**config.mk**
```make
export PLATFORM = sky130hd
export DESIGN_NAME = stage_post_rotation
export DESIGN_NICKNAME = d
export VERILOG_FILES = /design/src/rtl/stage_post_rotation.sv
export SDC_FILE = /design/constraint.sdc
export NUM_CORES = 1
export LEC_CHECK = 0
export ABC_CLOCK_PERIOD_IN_PS = 4300
export CORE_MARGIN = 2
export CORE_UTILIZATION = 45
export DETAILED_ROUTE_END_ITERATION = 8
export HOLD_SLACK_MARGIN = 0.02
export PLACE_DENSITY = 0.85
export SYNTH_ARGS = -nofsm -noshare
export SYNTH_HDL_FRONTEND = slang
export SYNTH_SLANG_ARGS = --single-unit
```
**constraint.sdc**
```tcl
create_clock -name clk -period 4.3 [get_ports clk]
set_input_delay 0.86 -clock clk [delete_from_list [all_inputs] [get_ports clk]]
set_output_delay 0.86 -clock clk [all_outputs]
set_load 0.05 [all_outputs]
```
**src/rtl/stage_post_rotation.sv**
```systemverilog
`default_nettype none
// ============================================================================
// Module   : stage_post_rotation
// Brief    : Receive end of the pre-rotation -> CORDIC path. Accepts one
//            primitive context, then collects the rotated vertices that the
//            CORDIC core returns serially. Results are tagged by index and may
//            arrive in any order. Each vertex is rounded, translated back by
//            the reference point and saturated. The assembled primitive is
//            then offered downstream through a valid/ready handshake.
// Config   : POSTROT_TIMEOUT_EN - when defined, a stalled COLLECT aborts after
//            TIMEOUT idle cycles. The primitive is then emitted as a bubble.
// Revision : 1.0 - initial release
// ============================================================================
module stage_post_rotation #(
  parameter int CW      = 19,
  parameter int FRAC    = 8,
  parameter int VW      = 11,
  parameter int TIMEOUT = 64
) (
  input  logic            clk,
  input  logic            reset,
  input  logic            in_valid,
  output logic            in_ready,
  input  logic            in_bubble,
  input  logic            in_enable_cordic,
  input  logic [8:0]      in_color,
  input  logic [9:0]      in_pixel_x,
  input  logic [9:0]      in_pixel_y,
  input  logic [8:0]      in_ref_point_x,
  input  logic [8:0]      in_ref_point_y,
  input  logic            in_form,
  input  logic            cord_valid,
  input  logic [1:0]      cord_idx,
  input  logic [CW-1:0]   cord_x,
  input  logic [CW-1:0]   cord_y,
  output logic            out_valid,
  input  logic            out_ready,
  output logic            out_bubble,
  output logic [8:0]      out_color,
  output logic [9:0]      out_pixel_x,
  output logic [9:0]      out_pixel_y,
  output logic            out_form,
  output logic [4*VW-1:0] out_vx,
  output logic [4*VW-1:0] out_vy,
  output logic [2:0]      err_flags
);

  typedef enum logic [1:0] {
    S_IDLE    = 2'd0,
    S_COLLECT = 2'd1,
    S_EMIT    = 2'd2
  } state_t;

  // Rounding constant and saturation bounds, all at the CW+1 working width
  localparam logic signed [CW:0] c_half = (CW+1)'(2**(FRAC-1));
  localparam logic signed [CW:0] c_vmax = (CW+1)'(2**(VW-1) - 1);
  localparam logic signed [CW:0] c_vmin = ~c_vmax;

  // Reject configurations where the arithmetic below is meaningless
  if (FRAC < 1 || FRAC >= CW || VW < 2 || TIMEOUT < 1) begin : g_param_check
    $error("stage_post_rotation: illegal parameter combination");
  end

  // Round-half-up to integer, add the unsigned reference, clamp to VW bits.
  // Widening to CW+1 first keeps the rounding add from wrapping at the
  // positive end of the CORDIC range.
  function automatic logic [VW-1:0] f_round_sat(input logic [CW-1:0] cord,
                                                input logic [8:0]    ref_pt);
    logic signed [CW:0] w_ext;
    logic signed [CW:0] w_rnd;
    logic signed [CW:0] w_sum;
    w_ext = $signed({cord[CW-1], cord});
    w_rnd = (w_ext + c_half) >>> FRAC;
    w_sum = w_rnd + $signed({{(CW-8){1'b0}}, ref_pt});
    if (w_sum > c_vmax) begin
      return c_vmax[VW-1:0];
    end else if (w_sum < c_vmin) begin
      return c_vmin[VW-1:0];
    end else begin
      return w_sum[VW-1:0];
    end
  endfunction

  state_t          r_state;
  state_t          w_state_next;
  logic            r_bubble;
  logic [8:0]      r_color;
  logic [9:0]      r_pixel_x;
  logic [9:0]      r_pixel_y;
  logic [8:0]      r_ref_x;
  logic [8:0]      r_ref_y;
  logic            r_form;
  logic [4*VW-1:0] r_vx;
  logic [4*VW-1:0] r_vy;
  logic [3:0]      r_mask;
  logic [2:0]      r_err;

  logic [VW-1:0]   w_vx_new;
  logic [VW-1:0]   w_vy_new;
  logic            w_idx_ok;
  logic [3:0]      w_mask_upd;
  logic            w_complete;
  logic            w_tmo_hit;

  // Vertex conversion and mask bookkeeping for the result on the bus
  always_comb begin
    w_vx_new   = f_round_sat(cord_x, r_ref_x);
    w_vy_new   = f_round_sat(cord_y, r_ref_y);
    w_idx_ok   = !((cord_idx == 2'd3) && !r_form);
    w_mask_upd = r_mask;
    if (w_idx_ok) begin
      w_mask_upd[cord_idx] = 1'b1;
    end
    w_complete = r_form ? (&w_mask_upd) : (&w_mask_upd[2:0]);
  end

`ifdef POSTROT_TIMEOUT_EN
  localparam int              c_tw       = $clog2(TIMEOUT + 1);
  localparam logic [c_tw-1:0] c_tmo_last = c_tw'(TIMEOUT - 1);

  logic [c_tw-1:0] r_tmo_cnt;

  // Idle-cycle counter, restarted on entry to COLLECT and by every result
  always_ff @(posedge clk or negedge reset) begin
    if (!reset) begin
      r_tmo_cnt <= '0;
    end else if ((r_state != S_COLLECT) || cord_valid) begin
      r_tmo_cnt <= '0;
    end else begin
      r_tmo_cnt <= r_tmo_cnt + c_tw'(1);
    end
  end

  // A result on the expiry cycle takes priority over the timeout
  assign w_tmo_hit = (r_state == S_COLLECT) && !cord_valid && (r_tmo_cnt == c_tmo_last);
`else
  assign w_tmo_hit = 1'b0;
`endif

  // State register
  always_ff @(posedge clk or negedge reset) begin
    if (!reset) begin
      r_state <= S_IDLE;
    end else begin
      r_state <= w_state_next;
    end
  end

  // Next-state: one context per visit to IDLE, no back-to-back accept
  always_comb begin
    w_state_next = r_state;
    case (r_state)
      S_IDLE: begin
        if (in_valid) begin
          if (in_bubble || !in_enable_cordic) begin
            w_state_next = S_EMIT;
          end else begin
            w_state_next = S_COLLECT;
          end
        end
      end
      S_COLLECT: begin
        if ((cord_valid && w_idx_ok && w_complete) || w_tmo_hit) begin
          w_state_next = S_EMIT;
        end
      end
      S_EMIT: begin
        if (out_ready) begin
          w_state_next = S_IDLE;
        end
      end
      default: w_state_next = S_IDLE;
    endcase
  end

  // Context capture, vertex storage and sticky error flags
  always_ff @(posedge clk or negedge reset) begin
    if (!reset) begin
      r_bubble  <= 1'b0;
      r_color   <= '0;
      r_pixel_x <= '0;
      r_pixel_y <= '0;
      r_ref_x   <= '0;
      r_ref_y   <= '0;
      r_form    <= 1'b0;
      r_vx      <= '0;
      r_vy      <= '0;
      r_mask    <= '0;
      r_err     <= '0;
    end else begin
      case (r_state)
        S_IDLE: begin
          if (cord_valid) begin
            r_err[0] <= 1'b1;
          end
          if (in_valid) begin
            r_bubble  <= in_bubble;
            r_color   <= in_color;
            r_pixel_x <= in_pixel_x;
            r_pixel_y <= in_pixel_y;
            r_ref_x   <= in_ref_point_x;
            r_ref_y   <= in_ref_point_y;
            r_form    <= in_form;
            r_vx      <= '0;
            r_vy      <= '0;
            r_mask    <= '0;
          end
        end
        S_COLLECT: begin
          if (cord_valid) begin
            if (w_idx_ok) begin
              r_vx[cord_idx*VW +: VW] <= w_vx_new;
              r_vy[cord_idx*VW +: VW] <= w_vy_new;
              r_mask                  <= w_mask_upd;
            end else begin
              r_err[1] <= 1'b1;
            end
          end else if (w_tmo_hit) begin
            r_bubble <= 1'b1;
            r_err[2] <= 1'b1;
          end
        end
        S_EMIT: begin
          if (cord_valid) begin
            r_err[0] <= 1'b1;
          end
        end
        default: ;
      endcase
    end
  end

  assign in_ready    = (r_state == S_IDLE);
  assign out_valid   = (r_state == S_EMIT);
  assign out_bubble  = r_bubble;
  assign out_color   = r_color;
  assign out_pixel_x = r_pixel_x;
  assign out_pixel_y = r_pixel_y;
  assign out_form    = r_form;
  assign out_vx      = r_vx;
  assign out_vy      = r_vy;
  assign err_flags   = r_err;

endmodule
`default_nettype wire

```
# --- Yosys cells after proc, flatten, opt, wreduce, memory -nomap -nowiden ---
# Index checks and enable logic that the tools add are counted.
classes:
  n_reduce_logical: 18
  shifts: 3
  n_lt_le_gt_ge: 6
  multipliers: 1
  eq_ne: 8
  n_addsub: 5
  muxes: 26
  bitwise_logic: 1
ops:
  columns: ["op", "count"]
  rows:
  - ["$mux W44", 5]
  - ["$pmux W44 S2", 2]
  - ["$bwmux W44", 2]
  - ["$shiftx A11 B34 Y44", 2]
  - ["$mux W11", 4]
  - ["$shift A11 B34 Y44 const A", 1]
  - ["$add A19 B9 Y20 const B", 2]
  - ["$neg A6 Y34", 1]
  - ["$add A12 B10 Y13", 2]
  - ["$gt A13 B11 Y1 const B", 2]
  - ["$lt A13 B11 Y1 const B", 2]
  - ["$mux W4", 4]
  - ["$reduce_and A3 Y1", 3]
  - ["$mux W2", 4]
  - ["$ne A2 B2 Y1 const B", 4]
  - ["$pmux W4 S2", 1]
  - ["$reduce_and A4 Y1", 2]
  - ["$mul A2 B4 Y6 const B", 1]
  - ["$pmux W2 S3", 1]
  - ["$eq A2 B2 Y1 const B", 2]
  - ["$logic_and A1 B1 Y1", 4]
  - ["$or A4 B4 Y4", 1]
  - ["$reduce_and A2 Y1", 2]
  - ["$logic_not A1 Y1", 3]
  - ["10 further kinds", 11]
word_totals:
  in_bits: 95
  reg_bits: 145
  output_inout_bits: 124
  wordCells: 81

# --- Depth between registers and ports, before layout ---
# Gate-level depths: netlist (run 1).
depth:
  word_depth: 11
  ltp_mapped: 13
  mapped_depth_nobuf: 12

# --- Worst setup path before layout (run 1) ---
# Ideal clock, no wire load.
synth_timing:
  kind: "input to register"
  from: "in cord_x[12]"
  to: "reg r_vx[16] (netlist: out_vx[16])"
  cell_stages: 12
  arrival_time_ns: 3.463
  setup_slack_ns: 0.707
  t_required_ns: 4.170
  setup_ns: 0.130
  path_buffers: 0
  cell_sequence: "nand4_2 -> or2_2 -> nor2_1 -> xor2_1 -> ha_1 -> nor3b_1 -> nand4b_1 -> a2111o_1 -> nor3_1 -> o21ai_1 -> a211oi_2 -> o21ai_1"
synth_via:
  elab_chain_len: 10
  elab_cells_between_ends: 11
  classes_between: "2 x add/sub; 2 x order compare; 1 x shift; 6 x mux"
synth_rtl:
  columns: ["element", "line_no", "text"]
  rows:
  - ["start: declaration", "34", "input logic [CW-1:0] cord_x,"]
  - ["$add A19 B9 Y20 *", "73", "w_rnd = (w_ext + c_half) >>> FRAC;"]
  - ["$add A12 B10 Y13 *", "74", "w_sum = w_rnd + $signed({{(CW-8){1'b0}}, ref_pt});"]
  - ["$lt A13 B11 Y1", "77", "end else if (w_sum < c_vmin) begin"]
  - ["$mux W11", "77", null]
  - ["$mux W11 *", "75", "if (w_sum > c_vmax) begin"]
  - ["$shiftx A11 B34 Y44 *", "212", "r_vx[cord_idx*VW +: VW] <= w_vx_new;"]
  - ["$bwmux W44 *", "212", null]
  - ["$mux W44 *", "211", "if (w_idx_ok) begin"]
  - ["$mux W44 *", "210", "if (cord_valid) begin"]
  - ["$pmux W44 S2 *", "191", "case (r_state)"]
  - ["end signal: indexed assignment", "212", null]
  - ["end: declaration", "93", "logic [4*VW-1:0] r_vx;"]
# Every way passes the cells marked *; elsewhere a longest branch is shown, timed or not. The select of a mux whose other input is x is not followed.
# A chain may end at the register's enable or synchronous reset.

# --- Final worst setup path (run 1) ---
layout_timing:
  from: "in cord_x[7]"
  to: "reg r_vx[28] (netlist: out_vx[28])"
# The elaborated chain is that of the path after synthesis.

==> results of run 1 <==
-- cell families (layout without fill, tap and decap cells) --
logic type | Yosys count | count (layout)
other | 1 | 1
flip-flops | 145 | 145
adder cells (fa/ha/maj) | 29 | 29
AND/OR/NAND/NOR | 308 | 308
XOR/XNOR | 34 | 34
AO/OA/AOI/OAI | 228 | 228
buffers and inverters | 41 | 285
-- where the power goes --
part	internal [mW]	total, mW	switching [mW]
sequential	1.62	1.79	0.168
combinational	1.15	3.27	2.12
clock	0.824	1.42	0.592
-- worst max-delay path, delay by kind of cell --
kind                       cells  cell delay, ps
AOI/OAI and AO/OA              6            1520
xor gates and xnor gates       1             130
buffers and inverters          2             690
and+or+nand+nor                2             390
adders and majority gates      2             550
-- final cells by class --
cell class                      instances  area (um^2)  area share (%)
Clock buffer                           19          453            4.25
Clock inverter                         12          110            1.03
Inverter                                8         30.0           0.282
Multi-Input combinational cell        600         3780            35.5
Sequential cell                       145         3630            34.1
Tap cell                              220          275            2.59
Timing Repair Buffer                  246         2370            22.2
-- per-stage QoR --
| stage | cell area, um^2 | std cells | hold slack, ps | util, % |
|---|---|---|---|---|
| after floorplan | 7580 | 786 | 452 | - |
| after global placement | 10100 | 1219 | 444 | 61.0 |
| after detailed placement | 10100 | 1219 | 445 | 61.0 |
| after CTS | 10600 | 1250 | 463 | 64.4 |
| after global routing | 10600 | 1250 | 496 | 64.4 |
| final | 10600 | 1250 | 456 | 64.4 |
-- layout by cell type (no fill, tap or decap), drive strengths merged, types with 3 or more instances in the layout --
cell           synthesis  routed
nand2                208     208
nand2b                 3       3
o21ai                 68      68
o21bai                 3       3
or2                    3       3
nand3                 14      14
o31ai                  4       4
nor2                  27      27
a221o                 22      22
nor3b                  3       3
nor4bb                 3       3
a31oi                  5       5
and3                   4       4
o211a                  6       6
xor2                  12      12
a211o                  7       7
clkbuf                25      19
o211ai                12      12
inv                    8      10
buf                    6      44
a211oi                13      13
clkinvlp               0       4
dfrtp                145     145
a22o                  25      25
nor3                  21      21
o31a                   3       3
o21a                   5       5
clkdlybuf4s50          0     202
xnor2                 22      22
nand4                  7       7
ha                    26      26
a21o                  10      10
clkinv                 0       5
nor4                   3       3
a21oi                 31      31
and2                   4       4
-- layer usage --
| layer | vias to the layer above | track usage, % | wire length (um) |
|---|---|---|---|
| met4 | 0 | 8.75 | 429 |
| met3 | 38 | 7.03 | 1730 |
| met2 | 278 | 38.7 | 10000 |
| li1 | 3284 | - | - |
| met1 | 3336 | 32.5 | 9430 |
| met5 | - | 0 | 0 |
-- worst max path at each step --
stage	from	end
after floorplan	cord_x[12]	out_vx[16]
after global placement	cord_y[11]	out_vy[30]
after detailed placement	cord_x[7]	out_vx[28]
after CTS	cord_x[7]	out_vx[3]
after global routing	cord_y[8]	out_vy[2]
final	cord_x[7]	out_vx[28]
-- sequential cells by signal, indices dropped and copies added (netlist names) --
name and count:
out_bubble 1, out_pixel_y 10, out_pixel_x 10, err_flags 2
out_form 1, r_ref_y 9, out_vx 44, out_vy 44
r_mask 4, r_state 2, out_color 9, r_ref_x 9
==> out/metrics.yaml, run 1 <==
floorplanning:
  ios: 219
  num_rows: 47
  dieWidth_um: 134
  die-area_um2: 17900
  start_util_pct: 45.9
  die-height_um: 134
  core_area_um2: 16500
synthesis:
  synth_common_cells: "nand2_1, dfrtp_1, o21ai_0"
  synth_ff_type: "dfrtp_1"
  syn_inst: 786
  syn_area_um2: 7580
  synthSimpleGateAreaFrac_pct: 18.2
  synth_mux_area_share_pct: 0
  yosysMostFrequentCell: "nand2_1"
  synth_compound_area_share_pct: 22.4
  ys_types: 75
  yosys.area_share.xor_xnor_pct: 4.03
  yosys.area.top_type: "dfrtp_1"
  ys_ff_latch: 145
  synth-edff-count: 0
  yosys-top-cells-area: "dfrtp_1, nand2_1, ha_1"
  synth-adder-area-share_pct: 4.95
  synth_top_cell_area_share_pct: 47.9
  synth_async_sr_flop_share_pct: 100
  yosysWarnings: 0
  yosysSeqAreaShare_pct: 47.9
  synth_nets: 909
  avgSynthCellArea_um2: 9.64
  synth_top_family_by_area: "compound AO/OA/AOI/OAI gates"
worst_hold_path:
  min_delay_worst_endpoint: "err_flags[1]"
  min_from: "err_flags[1]"
  min_path_cells: 1
  hold_class: "flop to flop"
status:
  outcome: "complete, no violations"
drt:
  wl_um: 21600
  num_vias: 6936
  drtAntennaViolNets: 0
  route.detailed.wl_per_inst_um: 17.3
  drc_errors: 0
  via_per_inst: 5.55
  drtPass1Iterations: 5
  drtIter0Drc: 482
global_routing:
  track_usage_pct: 24.6
  grt_overflow: 0
  grt_max_degree: 84
  grt_pass1_wl_um: 35000
  antenna_found_initial: 0
  grt_pass1_vias: 6871
setup_path:
  rrSetupSlack_ps: 1390
  startpoint_type: "primary input"
  endpoint_kind: "flop"
  crit_chain: "clkdlybuf4s50_1 > ha_1 > buf_4 > nand3_1 > xnor2_1 > ha_1 > o211ai_1 > o21ai_0 > a2111o_1 > nor3_1 > o21ai_1 > a211oi_2 > o21ai_0"
  max_stage_delay_ps: 550
  worstPathArrival_ps: 4160
  worst-setup-path-type: "primary input to flop"
  cp_max_fo: 4
  r2r_start: "r_ref_x[0]"
  r2r-end: "out_vx[28]"
  ff2ff_path_depth: 9
  slowest_stage: "clkdlybuf4s50_1"
  worstPathRequired_ps: 4590
timing:
  final_max_slew_viol_count: 0
  clock_skew_ps: 7.70
  relSlewSlack_pct: 16.1
  fin_crit_sh_pct: 90.1
  finalHoldViolCount: 0
  setup_viol: 0
  worst_slew_pin_slew_ps: 1240
  setup_tns_ps: 0
  rsz0062_at_grt: "no"
  fmax_mhz: 258
  final.min_clock_period_ps: 3870
  timing.final.ws_setup_ps: 426
clocking:
  worstSkewPairLatency_ps: 420
  cts_buffer_depth: 2
  ctsHoldBuffers: 0
  ctsResizeCount: 0
  post_cts_buffers: 0
  cts_root_buffer: "clkbuf_16"
  cts_made_buffers: 17
  h-tree-depth: 4
  cts_sinks: 145
  cts_tree: "done"
  clkTransAtPathRegs_ps: 60
finish:
  synthToLayoutAreaGrowth_pct: 40.5
  final_nets: 1141
  diodes: 0
  fillCellCount: 1357
  layout-drive-gt1-share_pct: 12.0
pwr:
  vdd_ir_drop_max_uv: 484
  p_leak_nw: 4.82
  p_total_mw: 6.48
  p_per_area_nw_per_um2: 608
job:
  drv_cap: 0
placed_design:
  dpl.hpwl_um: 16000
  portBuffers: 203
  gp_congestion: 0.901
  post-place-ws_ps: 41.1
Power figures use the tool's default switching activity.
==> run 2: changes to the inputs <==
DONT_BUFFER_PORTS = 1   (was not set)
PLACE_DENSITY = 0.69   (was 0.85)
==> out/metrics.yaml, run 2 (synthesis results as in run 1) <==
global_routing:
  grt_max_degree: 146  # +74%
  track_usage_pct: 21.9  # -2.6 points
  antenna_found_initial: 0  # unchanged
  grt_pass1_wl_um: 30600  # -12%
  grt_pass1_vias: 5692  # -17%
  grt_overflow: 0  # unchanged
timing:
  final_max_slew_viol_count: 0  # unchanged
  finalHoldViolCount: 0  # unchanged
  rsz0062_at_grt: "no"
  setup_viol: 0  # unchanged
  final.min_clock_period_ps: 3530  # -342 ps
  relSlewSlack_pct: 18.3  # +2.2 points
  clock_skew_ps: 12.7  # +5.00 ps
  setup_tns_ps: 0  # unchanged
  worst_slew_pin_slew_ps: 1210  # -32.8 ps
  fin_crit_sh_pct: 82.2  # -7.9 points
  fmax_mhz: 283  # +9.7%
pwr:
  p_per_area_nw_per_um2: 698  # +15%
  p_total_mw: 5.82  # -10%
  p_leak_nw: 3.90  # -19%
  vdd_ir_drop_max_uv: 510  # +5.5%
finish:
  final_common_cell: "nand2_1"
  layout-drive-gt1-share_pct: 11.1  # -0.96 points
  layout_common_cells: "nand2_1, dfrtp_1, o21ai_0"
  fillCellCount: 1521  # +12%
  final_area_um2: 8340  # -22%
  final_util_pct: 50.5  # -14 points
  synthToLayoutAreaGrowth_pct: 10.1
  diodes: 0  # unchanged
  final_nets: 904  # -21%
  fin_cells: 1014  # -19%
placed_design:
  gp_congestion: 0.865  # -3.9%
  portBuffers: 0  # -100%
  dpl_cell_area_um2: 7780  # -23%
  place_inst: 982  # -19%
  dpl.hpwl_um: 14500  # -9.6%
floorplanning:
  ios: 219  # unchanged
  dieWidth_um: 134  # unchanged
  num_rows: 47  # unchanged
  die-height_um: 134  # unchanged
  start_util_pct: 45.9  # unchanged
  core_area_um2: 16500  # unchanged
  die-area_um2: 17900  # unchanged
clocking:
  cts_sinks: 145  # unchanged
  cts_root_buffer: "clkbuf_16"
  cts_tree: "done"
  cts_buffer_depth: 2  # unchanged
  post_cts_buffers: 0  # unchanged
  ctsResizeCount: 0  # unchanged
  ctsHoldBuffers: 0  # unchanged
  cts_made_buffers: 17  # unchanged
  clkTransAtPathRegs_ps: 60  # about the same
  worstSkewPairLatency_ps: 420  # about the same
  h-tree-depth: 4  # unchanged
drt:
  drtIter0Drc: 311  # -35%
  drtAntennaViolNets: 0  # unchanged
  wl_um: 19600  # -9.4%
  drtPass1Iterations: 4  # -1
  num_vias: 5873  # -15%
  drc_errors: 0  # unchanged
  route.detailed.wl_per_inst_um: 19.3  # +12%
  via_per_inst: 5.79  # +4.4%
setup_path:
  endpoint_kind: "flop"
  worstPathArrival_ps: 3820  # -340 ps
  cp_max_fo: 6  # +2
  worst-setup-path-type: "primary input to flop"
  worstPathRequired_ps: 4580  # about the same
  startpoint_type: "primary input"
worst_hold_path:
  hold_class: "primary input to asynchronous set/reset pin"
status:
  outcome: "complete, no violations"
job:
  drv_cap: 0  # unchanged
## run 2: changes by cell type in the layout (fill, tap and decap cells not counted), sizes merged
cell           change
clkdlybuf4s50    -202
inv                -1
buf               -35
clkbuf             +1
clkinv             +1
## run 2: final cells by class
type                    count  area (um^2)  area share [%]
repair buffers              9         67.6           0.810
inverters                   8         30.0           0.360
flip-flops and latches    145         3630            43.5
multi-input cells         600         3780            45.3
well taps                 220          275            3.30
clock buffers              20          447            5.36
clock inverters            12          110            1.32
## run 2: power by group
part	internal, mW	leakage (nW)	switching [mW]
Combinational	0.682	1.70	1.36
Clock	0.811	0.262	0.576
Sequential	1.61	1.94	0.780
Total	3.10	3.90	2.71
## run 2: final timing paths
kind                       startpoint        endpoint  slack [ps]  depth (start not counted)
max in group asynchronous       reset  out_pixel_x[9]        4000                          0
hold reg to reg            r_ref_y[0]      r_ref_y[0]         480                          2
hold / removal                  reset      out_vx[18]         130                          0
setup reg to reg           r_ref_x[1]      out_vx[28]        1290                          8
setup / recovery           cord_x[12]      out_vx[28]         770                         12
min in group clk           r_ref_y[0]      r_ref_y[0]         480                          2
## run 2: critical path, stage by stage
cell and delay, ps:
nand4_2 100, or2_2 350, nor2_1 140, xor2_1 100
ha_1 360, nor3b_1 360, nand4b_1 140, a2111o_1 430
nor3_1 300, o21ai_1 140, a211oi_2 390, o21ai_0 150
## run 2: metrics by stage
stage          hold slack (ps)  worst slack [ps]
6_report                   132               767
3_5_place_dp               472               343
3_3_place_gp               470               395
5_1_grt                    106               441
4_1_cts                    115               767
2_1_floorplan              452               707
## run 2: routing by layer
metal | vias to the layer above | wire length, um | part of all wire, % | GRT usage (%)
li1 | 2823 | - | - | -
met1 | 2804 | 8970 | 46 | 29.7
met2 | 227 | 8650 | 44 | 33.2
met3 | 19 | 1700 | 8.7 | 7.90
met4 | 0 | 246 | 1.3 | 6.56
met5 | - | 0 | 0 | 0
